File: src/rtl/fc_pkg.sv
// Shared constants and state encoding for the fully-connected layer
// (sequencer, weight ROM instance and argmax block).
package fc_pkg;
    localparam int FC_DATA_W = 8;
    localparam int IN_NUM    = 256;
    localparam int OUT_NUM   = 32;
    localparam int ACC_W     = 2 * FC_DATA_W + $clog2(IN_NUM);

    typedef enum logic [1:0] {
        IDLE,
        RUN,
        DRAIN
    } state_t;
endpackage

File: src/rtl/fc_mac.sv
// Signed multiply-accumulate stage with first/last/idx tag pipeline; emits one
// registered dot product per output neuron.
module fc_mac #(
    parameter int FC_DATA_W = 8,
    parameter int ACC_W     = 18,
    parameter int OUT_NUM   = 2,
    parameter int IDX_W     = 1
) (
    input  logic                 clk,
    input  logic                 rst_n,
    input  logic                 issue_valid,
    input  logic                 issue_first,
    input  logic                 issue_last,
    input  logic [IDX_W-1:0]     issue_idx,
    input  logic [FC_DATA_W-1:0] weight,
    input  logic [FC_DATA_W-1:0] feature,
    output logic                 out_valid,
    output logic [ACC_W-1:0]     out_data,
    output logic [IDX_W-1:0]     out_idx,
    output logic                 done
);
    logic                       tag_valid;
    logic                       tag_first;
    logic                       tag_last;
    logic [IDX_W-1:0]           tag_idx;
    logic signed [ACC_W-1:0]    acc;
    logic signed [2*FC_DATA_W-1:0] prod;
    logic signed [ACC_W-1:0]    prod_ext;
    logic signed [ACC_W-1:0]    sum;

    // Full-width signed product; the size cast sign-extends into the accumulator width.
    assign prod     = $signed(weight) * $signed(feature);
    assign prod_ext = ACC_W'(prod);
    assign sum      = tag_first ? prod_ext : acc + prod_ext;

    // NOTE: sequential state uses non-blocking assignments so every register
    // samples pre-edge values, independent of statement order.
    always_ff @(posedge clk or negedge rst_n) begin
        if (!rst_n) begin
            tag_valid <= 1'b0;
            tag_first <= 1'b0;
            tag_last  <= 1'b0;
            tag_idx   <= '0;
            acc       <= '0;
            out_valid <= 1'b0;
            out_data  <= '0;
            out_idx   <= '0;
            done      <= 1'b0;
        end else begin
            tag_valid <= issue_valid;
            tag_first <= issue_first;
            tag_last  <= issue_last;
            tag_idx   <= issue_idx;
            if (tag_valid) begin
                acc <= sum;
            end
            out_valid <= tag_valid && tag_last;
            done      <= tag_valid && tag_last && (tag_idx == IDX_W'(OUT_NUM - 1));
            if (tag_valid && tag_last) begin
                out_data <= sum;
                out_idx  <= tag_idx;
            end
        end
    end
endmodule

File: src/rtl/fc_layer_seq.sv
// FC layer sequencer: sweeps the weight ROM linearly, fetches matching
// features and feeds the MAC stage; one result strobe per output neuron.
module fc_layer_seq #(
    parameter int FC_DATA_W = fc_pkg::FC_DATA_W,
    parameter int IN_NUM    = fc_pkg::IN_NUM,
    parameter int OUT_NUM   = fc_pkg::OUT_NUM,
    localparam int ADDR_W   = $clog2(IN_NUM * OUT_NUM),
    localparam int FEAT_AW  = $clog2(IN_NUM),
    localparam int ACC_W    = 2 * FC_DATA_W + $clog2(IN_NUM),
    localparam int IDX_W    = (OUT_NUM > 1) ? $clog2(OUT_NUM) : 1
) (
    input  logic                 clk,
    input  logic                 rst_n,
    input  logic                 start,
    output logic                 busy,
    output logic                 done,
    output logic [ADDR_W-1:0]    rom_raddr,
    input  logic [FC_DATA_W-1:0] rom_dout,
    output logic [FEAT_AW-1:0]   feat_raddr,
    input  logic [FC_DATA_W-1:0] feat_rdata,
    output logic                 out_valid,
    output logic [ACC_W-1:0]     out_data,
    output logic [IDX_W-1:0]     out_idx
);
    import fc_pkg::*;

    localparam logic [ADDR_W-1:0]  ADDR_LAST = ADDR_W'(IN_NUM * OUT_NUM - 1);
    localparam logic [FEAT_AW-1:0] FEAT_LAST = FEAT_AW'(IN_NUM - 1);

    state_t           state;
    logic             drain_cnt;
    logic [IDX_W-1:0] neuron;

    assign busy = (state != IDLE);

    // Addresses are the issue counters themselves, so they hold after a pass.
    always_ff @(posedge clk or negedge rst_n) begin
        if (!rst_n) begin
            state      <= IDLE;
            drain_cnt  <= 1'b0;
            rom_raddr  <= '0;
            feat_raddr <= '0;
            neuron     <= '0;
        end else begin
            case (state)
                IDLE: begin
                    if (start) begin
                        state      <= RUN;
                        rom_raddr  <= '0;
                        feat_raddr <= '0;
                        neuron     <= '0;
                    end
                end
                RUN: begin
                    if (rom_raddr == ADDR_LAST) begin
                        state     <= DRAIN;
                        drain_cnt <= 1'b0;
                    end else begin
                        rom_raddr <= rom_raddr + ADDR_W'(1);
                        if (feat_raddr == FEAT_LAST) begin
                            feat_raddr <= '0;
                            neuron     <= neuron + IDX_W'(1);
                        end else begin
                            feat_raddr <= feat_raddr + FEAT_AW'(1);
                        end
                    end
                end
                DRAIN: begin
                    if (drain_cnt) begin
                        state <= IDLE;
                    end
                    drain_cnt <= 1'b1;
                end
                default: state <= IDLE;
            endcase
        end
    end

    fc_mac #(
        .FC_DATA_W (FC_DATA_W),
        .ACC_W     (ACC_W),
        .OUT_NUM   (OUT_NUM),
        .IDX_W     (IDX_W)
    ) u_mac (
        .clk         (clk),
        .rst_n       (rst_n),
        .issue_valid (state == RUN),
        .issue_first (feat_raddr == '0),
        .issue_last  (feat_raddr == FEAT_LAST),
        .issue_idx   (neuron),
        .weight      (rom_dout),
        .feature     (feat_rdata),
        .out_valid   (out_valid),
        .out_data    (out_data),
        .out_idx     (out_idx),
        .done        (done)
    );
endmodule

File: config.mk
export PLATFORM = sky130hd
export DESIGN_NAME = fc_layer_seq
export DESIGN_NICKNAME = d
export VERILOG_FILES = /design/src/rtl/fc_pkg.sv /design/src/rtl/fc_mac.sv /design/src/rtl/fc_layer_seq.sv
export SDC_FILE = /design/constraint.sdc
export NUM_CORES = 1
export LEC_CHECK = 0
export BUFFER_PORTS_ARGS = -buffer_cell sky130_fd_sc_hd__buf_2
export CORE_MARGIN = 8
export CORE_UTILIZATION = 30
export DETAILED_ROUTE_END_ITERATION = 6
export SLEW_MARGIN = 40
export SYNTH_ARGS = -nofsm -noshare
export SYNTH_HDL_FRONTEND = slang
export SYNTH_SLANG_ARGS = --single-unit
export TNS_END_PERCENT = 50
File: constraint.sdc
create_clock -name clk -period 3.73 [get_ports clk]
set_clock_uncertainty 0.1 [all_clocks]
set_input_delay 0.1865 -clock clk [delete_from_list [all_inputs] [get_ports clk]]
set_output_delay 0.1865 -clock clk [all_outputs]
set_load 0.02 [all_outputs]
# --- After elaboration in Yosys (flattened, before gate mapping) ---
# Index checks and enable logic that the tools add are counted.
op_classes:
  add_sub_neg: 4
  multipliers: 1
  div: 0
  n_lt_le_gt_ge: 0
  eq_ne: 10
  shift: 0
  mux: 18
  bitwise: 0
  n_reduce_logical: 11
op_table:
  columns: ["cell", "count"]
  rows:
  - ["13-bit 2-to-1 mux", 2]
  - ["13-bit case mux with 2 select lines", 1]
  - ["24-bit by 16-bit adder with 24-bit output", 1]
  - ["24-bit 2-to-1 mux", 1]
  - ["8-bit 2-to-1 mux", 3]
  - ["8-bit by 8-bit multiplier with 16-bit output", 1]
  - ["8-bit case mux with 2 select lines", 1]
  - ["5-bit 2-to-1 mux", 3]
  - ["13-bit by 1-bit adder with 13-bit output (second input constant)", 1]
  - ["13-bit equality test (second input constant)", 1]
  - ["2-bit inequality test (second input constant)", 5]
  - ["5-bit case mux with 2 select lines", 1]
  - ["8-bit by 1-bit adder with 8-bit output (second input constant)", 1]
  - ["8-bit equality test (second input constant)", 1]
  - ["8-bit zero test", 1]
  - ["2-bit 2-to-1 mux", 3]
  - ["2-bit case mux with 3 select lines", 1]
  - ["3-bit AND reduction", 2]
  - ["2-bit nonzero test", 3]
  - ["5-bit by 1-bit adder with 5-bit output (second input constant)", 1]
  - ["5-bit equality test (second input constant)", 1]
  - ["4-bit AND reduction", 1]
  - ["2-bit by 1-bit equality test with 1-bit output (second input constant)", 1]
  - ["2-bit equality test (second input constant)", 1]
  - ["other kinds (5)", 6]
totals:
  register_bits: 92
  latch_bits: 0
  mem_bits_rw: 0
  mem_bits_ro: 0
  input_bits: 19
  output_inout_bits: 53
  elab_cells: 58
  n_memories: 0

# --- Logic depth before layout (Yosys ltp) ---
# Gate-level depths: netlist (run 1).
depth:
  ltp_word: 4
  mapped_depth: 25
  depth_no_buf: 25

# --- Modules after synthesis ---
# A second synthesis (run 1) with hierarchy kept.
hier_totals:
  cells_unflattened: 864
  hier_area_um2: 7897.6
by_module_without_submodules:
  columns: ["mod", "n_inst", "cells_per_inst", "area_each_um2", "seq_area_each_um2"]
  rows:
  - ["fc_mac", 1, 680, 6195.9, 1576.5]
  - ["fc_layer_seq", 1, 184, 1701.6, 725.7]

# --- Worst setup path before layout (run 1) ---
# OpenSTA, ideal clock, no wires.
synth_timing:
  path_kind: "input to register"
  start: "input port feat_rdata[3]"
  end: "register u_mac.acc[21]"
  arrival_ps: 5712
  setup_slack_ps: -2224
  path_stages: 24
  n_path_buf: 1
  cell_sequence: "and2_1 -> fa_1 -> inv_1 -> fa_1 -> inv_1 -> fa_1 -> inv_1 -> fa_1 -> inv_1 -> ha_1 -> nand2_1 -> nor4_1 -> o31ai_1 -> nand2b_1 -> xnor2_2 -> buf_4 -> ha_1 -> a211o_1 -> a21oi_1 -> a31oi_2 -> or2_1 -> a31oi_1 -> xor2_1 -> o221ai_1"
synth_via:
  elab_chain_len: 3
synth_lines:
  columns: ["element", "line_no", "source"]
  rows:
  - ["start: declaration", "fc_layer_seq.sv:20", "input logic [FC_DATA_W-1:0] feat_rdata,"]
  - ["8-bit by 8-bit multiplier with 16-bit output (*)", "fc_mac.sv:32", "assign prod = $signed(weight) * $signed(feature);"]
  - ["24-bit by 16-bit adder with 24-bit output", "fc_mac.sv:34", "assign sum = tag_first ? prod_ext : acc + prod_ext;"]
  - ["24-bit 2-to-1 mux (*)", "fc_mac.sv:34", null]
  - ["end signal: assignment", "fc_mac.sv:55", "acc <= sum;"]
  - ["end: declaration", "fc_mac.sv:26", "logic signed [ACC_W-1:0] acc;"]
# Every way passes the cells marked *; elsewhere a longest branch is shown, timed or not.
# A chain may end at the register's enable or synchronous reset.

# --- Worst setup path after layout (run 1) ---
layout_timing:
  start: "input port feat_rdata[2]"
  end: "register u_mac.acc[15]"
# The elaborated chain is that of the path after synthesis.

==> results.md, run 1 <==
* Status: finished, violations left
* Failing checks: negative setup slack
* CTS H-Tree Depth at 3
* Via-to-Cell Ratio at 4.73
* Pin count of the biggest net entering global routing at 72
* Post-synth ARST share at between 90% and 100%
* Yosys warning count at 0
* Area Growth Syn to Fin at 32.4%
* Worst Setup End Kind: flop
* Seq cells post-synth at 92
* Overflow after GRT at 0
* Max Fanout on Critical Path at 8
* Fill cells at between 2000 and 2500
* Worst-Skew Late Latency at approximately 0.35 ns
* CTS Root Buffer Type: clkbuf_16
* Reg-to-reg critical path endpoint: u_mac.acc[16]
* CP Data Arrival Time at around 5.7 ns
* HPWL after DPL at about 15000 um
* Via count at 6188
* Syn_area_per_cell at around 9.5 sq um
* Reg clk slew, reported paths at 0.08 ns
* Yosys top cell area share at 30.3%
* Commonest non-fill, non-tap cell in the layout: buf_4
* Worst slew pin tran at approximately 0.69 ns
* CP Class: input port to flop
* Routability Congestion at 0.853
* Final hold violations at 0
* Synth Area in Compound Gates at ~15%
* 1st-pass router iterations at 4
* Antenna-violating nets left at 0
* Die Wd at 175 um
* Required time of the critical path at about 3.9 ns
* Post-synth cell types at 74
* Final #Nets at approximately 1100
* Remaining DRCs at 0
* Most frequent cells in the layout: 105 x buf_4, 92 x inv_1, 92 x dfrtp_1, 59 x nand2_1
* Ports at between 70 and 80
* Initial antenna violation count at 0
* Post-synth EDFFs at 0
* Fin crit period at 5.55 ns
* Hold Path Class: input port to flop
* Overall Global Routing Usage at around an eighth
* Start of the worst register-to-register path: u_mac.acc[0]
* CP startpoint kind: input port
* Initial DRC Count at 257
* Hold Path Origin: start
* Post-synthesis adder-cell area fraction at 24.3%
* Initial Util at between 30% and 40%
* MaxCap Viol Count at 0
* Tcrit/Tclk final at 149%
* Relative slew margins at between 50% and 60%
* WHS Path Cells at 4
* Sink Count at 92
* Worst r2r path cells at 11
* Sequential area share after synthesis at 30.3%
* First-pass GRT wire length at 31200 um
* Die Area at 30600 sq um
* Hold Path Sink: feat_raddr[6]
* Worst R2R Setup Slack at 0.88 ns
* CTS tree: yes
* Top post-synthesis cells by area: dfrtp_1 30%, fa_1 15%, ha_1 9.6%
* Core area at approximately 25000 sq um
* Setup violators final at 36
* ANT cells at 0
* Synth Instances at approximately 800
* Max Clk Rate at 0.180 GHz
* Area leader, netlist: dfrtp_1
* Fraction of layout cells with a size suffix above 1 at approximately 33%
* Port bufs at 71
* Final hold slack at about 0.09 ns
* Mapped cell area at 7590 sq um
* Clk buf depth at 2
* Area share of xor/xnor cells in the synthesized design at roughly 5.2%
* Final Worst Setup Slack at -1.82 ns
* Setup TNS at -45.65 ns
* Die Ht at roughly 180 um
* Mux cell area share after synthesis at about 3.2%
* Vias in the first global route at ~6400
* Post-DR wirelength/cell at about 14 um
* Largest family of logic cells by synthesized area: adder cells
* Row cnt at between 50 and 60
* Clock buffer count from CTS at 9
* Pins Over Slew Limit at 0
* Syn_nets at about 940
* Primary FF master, synth: dfrtp_1
* Post-Route WL at 18400 um
* Simple-gate share of the synthesized area at roughly 16%
* RSZ-0062 raised after global routing: true
-- per-stage QoR --
step / setup WS (ns) / util (%) / area (sq um) / cells
global route: -2.04 / 40.1 / 10000 / 1308
floorplan: -1.82 / - / 7760 / 803
CTS: -1.87 / 39.0 / 9760 / 1301
finish: -1.82 / 40.1 / 10000 / 1308
detailed placement: -2.32 / 36.6 / 9170 / 1281
global placement: -2.28 / 36.6 / 9170 / 1281
-- cell families (layout without fill, tap and decap cells) --
family | Yosys count | in the layout
compound gates | 167 | 167
simple gates | 240 | 240
xor+xnor | 44 | 44
fa+ha+maj | 114 | 114
buf+inv | 123 | 298
mux | 23 | 23
flops | 92 | 92
-- routing by layer --
layer / part of all wire [%] / routed length (um) / up-vias / track usage [%]
met5: 0 / 0 / - / 0
met4: 1.4 / 256 / 0 / 2.86
met3: 6.4 / 1170 / 21 / 3.48
met2: 49 / 9100 / 105 / 21.7
met1: 43 / 7910 / 3023 / 14.8
li1: - / - / 3039 / -
-- sequential cells by signal, indices dropped and copies added, names as in the netlist, 2 cells and up --
register / flops
state: 2
u_mac.out_data: 24
u_mac.tag_idx: 5
u_mac.acc: 24
rom_raddr: 13
u_mac.out_idx: 5
neuron: 5
feat_raddr: 8
-- worst max-delay path: stages --
cell       delay, ns
buf_12          0.11
and2_4          0.15
fa_1            0.53
inv_1           0.05
fa_1            0.48
inv_2           0.04
fa_1            0.52
inv_1           0.04
fa_1            0.49
inv_2           0.04
ha_4            0.23
a21oi_4         0.18
o21bai_4        0.08
a2111oi_4       0.35
nor3_2          0.07
xor2_1          0.24
ha_1            0.31
and4_4          0.18
a221oi_4        0.37
buf_4           0.18
a21boi_2        0.06
o21ai_2         0.15
mux2_4          0.33
a211oi_4        0.19
a21oi_1         0.09
-- cells in the mapped netlist, types with 3 or more instances --
cell and count:
a31oi_1 5, nor2_1 57, and4_1 3, xnor2_1 24
mux2_2 10, buf_1 3, nand3_1 14, or3_1 3
a211o_1 3, o31ai_1 3, nand2b_1 3, inv_1 105
o21ai_1 7, o21a_1 5, nand4_1 9, nor4_1 3
o21bai_1 4, xor2_1 19, ha_1 58, clkbuf_1 12
a211oi_1 4, a21o_1 13, nor3_1 8, and3_1 7
a21oi_2 3, fa_1 56, nand2_1 64, o21ai_0 42
mux2i_1 11, a21oi_1 49, dfrtp_1 92, nor3b_1 3
nor2b_1 6, a22oi_1 4, a21o_2 3, and2_1 46
-- worst max path at each step --
stage                  start                 end  cells past startpoint
3_5_place_dp     rom_dout[4]       u_mac.acc[21]                     24
4_1_cts          rom_dout[5]       u_mac.acc[15]                     24
6_report       feat_rdata[2]       u_mac.acc[15]                     25
2_1_floorplan  feat_rdata[2]       u_mac.acc[23]                     24
3_3_place_gp     rom_dout[1]  u_mac.out_data[15]                     26
5_1_grt        feat_rdata[2]       u_mac.acc[21]                     25
-- what timing repair did --
item | CTS | global route
hold endpoints to repair | 70 | 0
setup endpoints to repair | 38 | 38
hold buffers | 1 | 0
pin swaps | 45 | 50
resized for setup | 67 | 56
setup buffers | 3 | 7
-- final cells by class --
cell class	count	area (sq um)	area share, %
Multi-Input combinational cell	588	5380	53.5
Sequential cell	92	2300	22.9
Timing Repair Buffer	176	1250	12.5
Tap cell	330	413	4.11
Inverter	106	400	3.98
Clock buffer	9	225	2.24
Clock inverter	7	78.8	0.784
Power of run 1 is not shown: default switching activity piles up to over one toggle a cycle in this logic, so the estimate is an artifact.
==> run 2, diff against run 1 <==
CTS_CLUSTER_SIZE = 10   (was default)
clock period = 5.7 ns   (was 3.73 ns; I/O delays follow)
==> results.md, run 2 (synthesized netlist as in run 1, its figures left out) <==
* Status: completed
* Relative slew margins at between 40 and 50%
* CP Launch Point: rom_dout[3]
* Start of the worst register-to-register path: u_mac.acc[0]
* Overflow after GRT at 0
* Via-to-Cell Ratio at approximately 4.7
* Die Area at 30600 sq um
* Tcrit/Tclk final at a little over nine tenths
* HPWL after DPL at 14200 um
* Fraction of layout cells with a size suffix above 1 at 30.7%
* Area Growth Syn to Fin at 29.8%
* Routability Congestion at ~0.9
* Sink Count at between 90 and 100
* Setup violators final at 0
* Final Non-Filler Cells at 1300
* Hold Path Sink: rom_raddr[1]
* Initial antenna violation count at 0
* CP Class: input port to flop
* Overall Global Routing Usage at about an eighth
* First-pass GRT wire length at 32000 um
* Worst Setup End Kind: flop
* Final hold violations at 0
* Clk buf depth at 2
* Reg-to-reg critical path endpoint: u_mac.out_data[12]
* Fin crit period at around 5.6 ns
* CP most frequent cell: fa_1
* Commonest non-fill, non-tap cell in the layout: buf_4
* Biggest regs: u_mac.acc (24), u_mac.out_data (24), rom_raddr (13)
* CP Data Arrival Time at roughly 5.8 ns
* RSZ-0062 raised after global routing: true
* Crit path max-delay family: adder cells
* Clock buffer count from CTS at 9
* Final hold slack at roughly 0.19 ns
* ANT cells at 0
* Via count at a little over 6000
* Hold Path Origin: start
* CP startpoint kind: input port
* Max stage delay on crit path at 0.54 ns
* Util after Layout at 39.3%
* Antenna-violating nets left at 0
* Buf/Inv on CP at 5
* Worst slew pin tran at 0.794 ns
* Post-DR wirelength/cell at about 14 um
* 1st-pass router iterations at 4
* Die Wd at ~180 um
* Core area at ~25000 sq um
* CP max-delay cell: fa_1
* Hold Path Class: input port to flop
* Reg clk slew, reported paths at around 0.080 ns
* Worst R2R Setup Slack at approximately 2.8 ns
* Post-Route WL at 18600 um
* Most frequent cells in the layout: 95 x buf_4, 92 x inv_1, 91 x dfrtp_1, 59 x nand2_1, 58 x buf_2
* CTS Root Buffer Type: clkbuf_16
* Pin count of the biggest net entering global routing at 72
* CTS tree: yes
* Port bufs at 71
* Max Clk Rate at about 0.18 GHz
* CTS H-Tree Depth at 3
* Ports at 72
* Die Ht at approximately 180 um
* Final Worst Setup Slack at approximately 0.096 ns
* Vias in the first global route at between 6000 and 7000
* Initial Util at a little under a third
* MaxCap Viol Count at 0
* Inst Count DP at roughly 1300
* Final #Nets at between 1000 and 1500
* Initial DRC Count at 281
* Post-Place Worst Slack at -0.543 ns
* Worst-Skew Late Latency at 0.36 ns
* WHS Path Cells at 4
* Worst r2r path cells at 10
* Fill cells at roughly 2500
* Remaining DRCs at 0
* Pins Over Slew Limit at 0
* Row cnt at between 50 and 60
* Max Fanout on Critical Path at 8
* Required time of the critical path at between 5 and 6 ns
run 2: cell count changes in the layout (fill, tap and decap cells not counted), moves of 4 or more:
cell / before / now
a21oi_2: 11 / 6
buf_4: 105 / 95
ha_4: 15 / 11
o21ai_0: 26 / 37
o21ai_1: 15 / 6
run 2: final cells by class:
class	instances	area, sq um	area share (%)
Multi-Input combinational cell	588	5270	53.5
Sequential cell	92	2300	23.4
Timing Repair Buffer	168	1170	11.9
Tap cell	330	413	4.19
Inverter	106	398	4.04
Clock buffer	9	225	2.29
Clock inverter	7	65.1	0.661
run 2: timing repair:
action / 4_1_cts / 5_1_grt
resized for setup: 25 / 80
pin swaps: 20 / 42
buffers inserted: 5 / 11
endpoints found under the hold margin: 21 / 0
hold buffers: 1 / 0
setup endpoints to repair: 16 / 20
run 2: worst reg2reg max path: cells and delay by family, from the launching register on:
kind | cells | cell delay, ns
AOI/OAI and AO/OA | 5 | 1.07
adders and majority gates | 2 | 0.67
DFF | 1 | 0.38
muxes | 1 | 0.33
and+or+nand+nor | 1 | 0.12
xor gates and xnor gates | 1 | 0.10
run 2: how the worst max path moves through the flow:
| stage | endpoint | depth (start not counted) |
|---|---|---|
| 6_report | u_mac.acc[23] | 25 |
| 5_1_grt | u_mac.acc[23] | 25 |
| 4_1_cts | u_mac.acc[15] | 25 |
| 3_5_place_dp | u_mac.acc[21] | 25 |
| 3_3_place_gp | u_mac.acc[21] | 25 |
| 2_1_floorplan | u_mac.acc[21] | 25 |
run 2: per-layer routing:
metal | track usage [%] | routed length, um | vias to the layer above
met2 | 20.8 | 8850 | 102
li1 | - | - | 3037
met4 | 3.39 | 312 | 0
met5 | 0 | 0 | -
met1 | 16.5 | 8620 | 2952
met3 | 2.74 | 801 | 19
run 2: through the flow:
stage | setup TNS, ns | instance area, sq um
after floorplan | 0 | 7720
after global placement | -7.52 | 9030
after detailed placement | -8.78 | 9040
after CTS | -0.0913 | 9470
after global routing | -1.43 | 9850
final | 0 | 9850
Power of run 2 is left out for the same reason.
==> run 3, diff against run 2 <==
CORE_UTILIZATION = 55   (was 30)
PLACE_DENSITY = 0.75   (was default)
==> results.md, run 3 (synthesized netlist as in run 1, its figures left out) <==
* CP Data Arrival Time at roughly 5.8 ns
* Status: completed
* CP max-delay cell: fa_1
* Relative slew margins at 39.6%
* Fill cells at 1085
* Initial antenna violation count at 0
* Worst Setup End Kind: flop
* Remaining DRCs at 0
* Setup TNS at 0 ns
* Fin crit period at roughly 5.7 ns
* Pins Over Slew Limit at 0
* 1st-pass router iterations at 5
* Clk buf depth at 2
* Overall Global Routing Usage at about a fifth
* Port bufs at 71
* RSZ-0062 raised after global routing: true
* Post-DR wirelength/cell at about 15 um
* Required time of the critical path at between 5 and 6 ns
* Die Wd at about 130 um
* Initial DRC Count at about 320
* Die Area at ~18000 sq um
* Row cnt at 43
* CTS tree: yes
* Clock buffer count from CTS at 9
* Overflow after GRT at 0
* Via count at 6130
* CTS Root Buffer Type: clkbuf_16
* Sink Count at 92
* Antenna-violating nets left at 0
* Tcrit/Tclk final at between 90% and 100%
* Storage element area at about 2300 sq um
* Setup violators final at 0
* Via-to-Cell Ratio at between 5 and 6
* Vias in the first global route at a little over 6000
* Max stage delay on crit path at about 0.55 ns
* Final hold violations at 0
* Die Ht at ~130 um
* Max Clk Rate at ~0.18 GHz
* Commonest non-fill, non-tap cell in the layout: inv_1
* Reg clk slew, reported paths at approximately 0.07 ns
* ANT cells at 0
* Ports at around 70
* Max Fanout on Critical Path at 4
* Area Growth Syn to Fin at 25.2%
* Fraction of layout cells with a size suffix above 1 at ~28%
* Worst-Skew Late Latency at 0.35 ns
* Post-Route WL at roughly 17000 um
* Initial Util at between 50% and 60%
* HPWL after DPL at around 13000 um
* CP most frequent cell: fa_1
* Hold Path Class: input port to flop
* Biggest regs: u_mac.acc (24), u_mac.out_data (24), rom_raddr (13)
* CP Class: input port to flop
* CTS H-Tree Depth at 3
* Worst slew pin tran at slightly above 0.9 ns
* Most frequent cells in the layout: 98 x inv_1, 92 x dfrtp_1, 87 x buf_4, 65 x buf_2, 61 x nand2_1
* MaxCap Viol Count at 0
* CP startpoint kind: input port
* Routability Congestion at 0.868
* Pin count of the biggest net entering global routing at 52
* Footprint of the multi-input gates at ~5200 sq um
* First-pass GRT wire length at around 30000 um
* Core area at around 14000 sq um
* Final #Nets at between 1000 and 1500
==> run 3: cell count changes in the layout (fill, tap and decap cells not counted), sizes merged <==
cell,delta
clkinvlp,+1
buf,-8
inv,-1
clkbuf,-1
==> run 3: per-stage QoR <==
stage          utilization [%]  instances  hold slack [ns]  worst slack, ns  instance area (sq um)
2_1_floorplan                -        803           -0.111          0.00127                   7720
3_3_place_gp              64.4       1110            0.200           -0.435                   8790
3_5_place_dp              64.4       1110            0.202           -0.508                   8800
4_1_cts                   68.5       1136            0.203          -0.0230                   9360
5_1_grt                   69.5       1141            0.309           -0.233                   9500
6_report                  69.5       1141            0.236          0.00985                   9500
==> run 3: layer usage <==
metal	part of all wire, %	routed length, um	global-route usage [%]	vias up
met1	46	7840	26.3	2976
met3	4.1	706	2.97	18
met5	0	0	0	-
li1	-	-	-	3017
met4	1.4	242	6.49	0
met2	48	8250	32.3	119
==> run 3: repair_timing <==
action | CTS | global route
hold buffers | 1 | 0
buffers inserted | 9 | 5
hold endpoints to repair | 41 | 0
gates resized for setup | 40 | 21
endpoints found under the setup margin | 16 | 22
pin swaps | 32 | 30
==> run 3: final timing paths <==
kind | endpoint | depth (start not counted) | slack, ns | from
setup / recovery | u_mac.acc[21] | 25 | 0.01 | rom_dout[4]
hold / removal | rom_raddr[1] | 4 | 0.24 | start
setup reg to reg | u_mac.acc[22] | 10 | 2.81 | u_mac.acc[0]
hold reg to reg | u_mac.tag_idx[4] | 0 | 0.30 | neuron[4]
max in group asynchronous | u_mac.out_data[8] | 3 | 4.08 | rst_n
min in group asynchronous | rom_raddr[2] | 2 | 0.36 | rst_n
==> run 3: layout make-up <==
cell class	instances	share of cell area, %
well taps	180	2.37
clock inverters	7	0.843
inverters	106	4.19
repair buffers	159	11.4
clock buffers	9	2.37
multi-input cells	588	54.6
flip-flops and latches	92	24.2
==> run 3: worst max-delay path: cells and delay by family <==
family | cells | cell delay [ns]
adder cells (fa/ha/maj) | 6 | 2.62
AO/OA/AOI/OAI | 7 | 1.35
buffers and inverters | 7 | 0.61
AND/OR/NAND/NOR | 3 | 0.46
XOR/XNOR | 2 | 0.45
Power of run 3 is left out for the same reason.
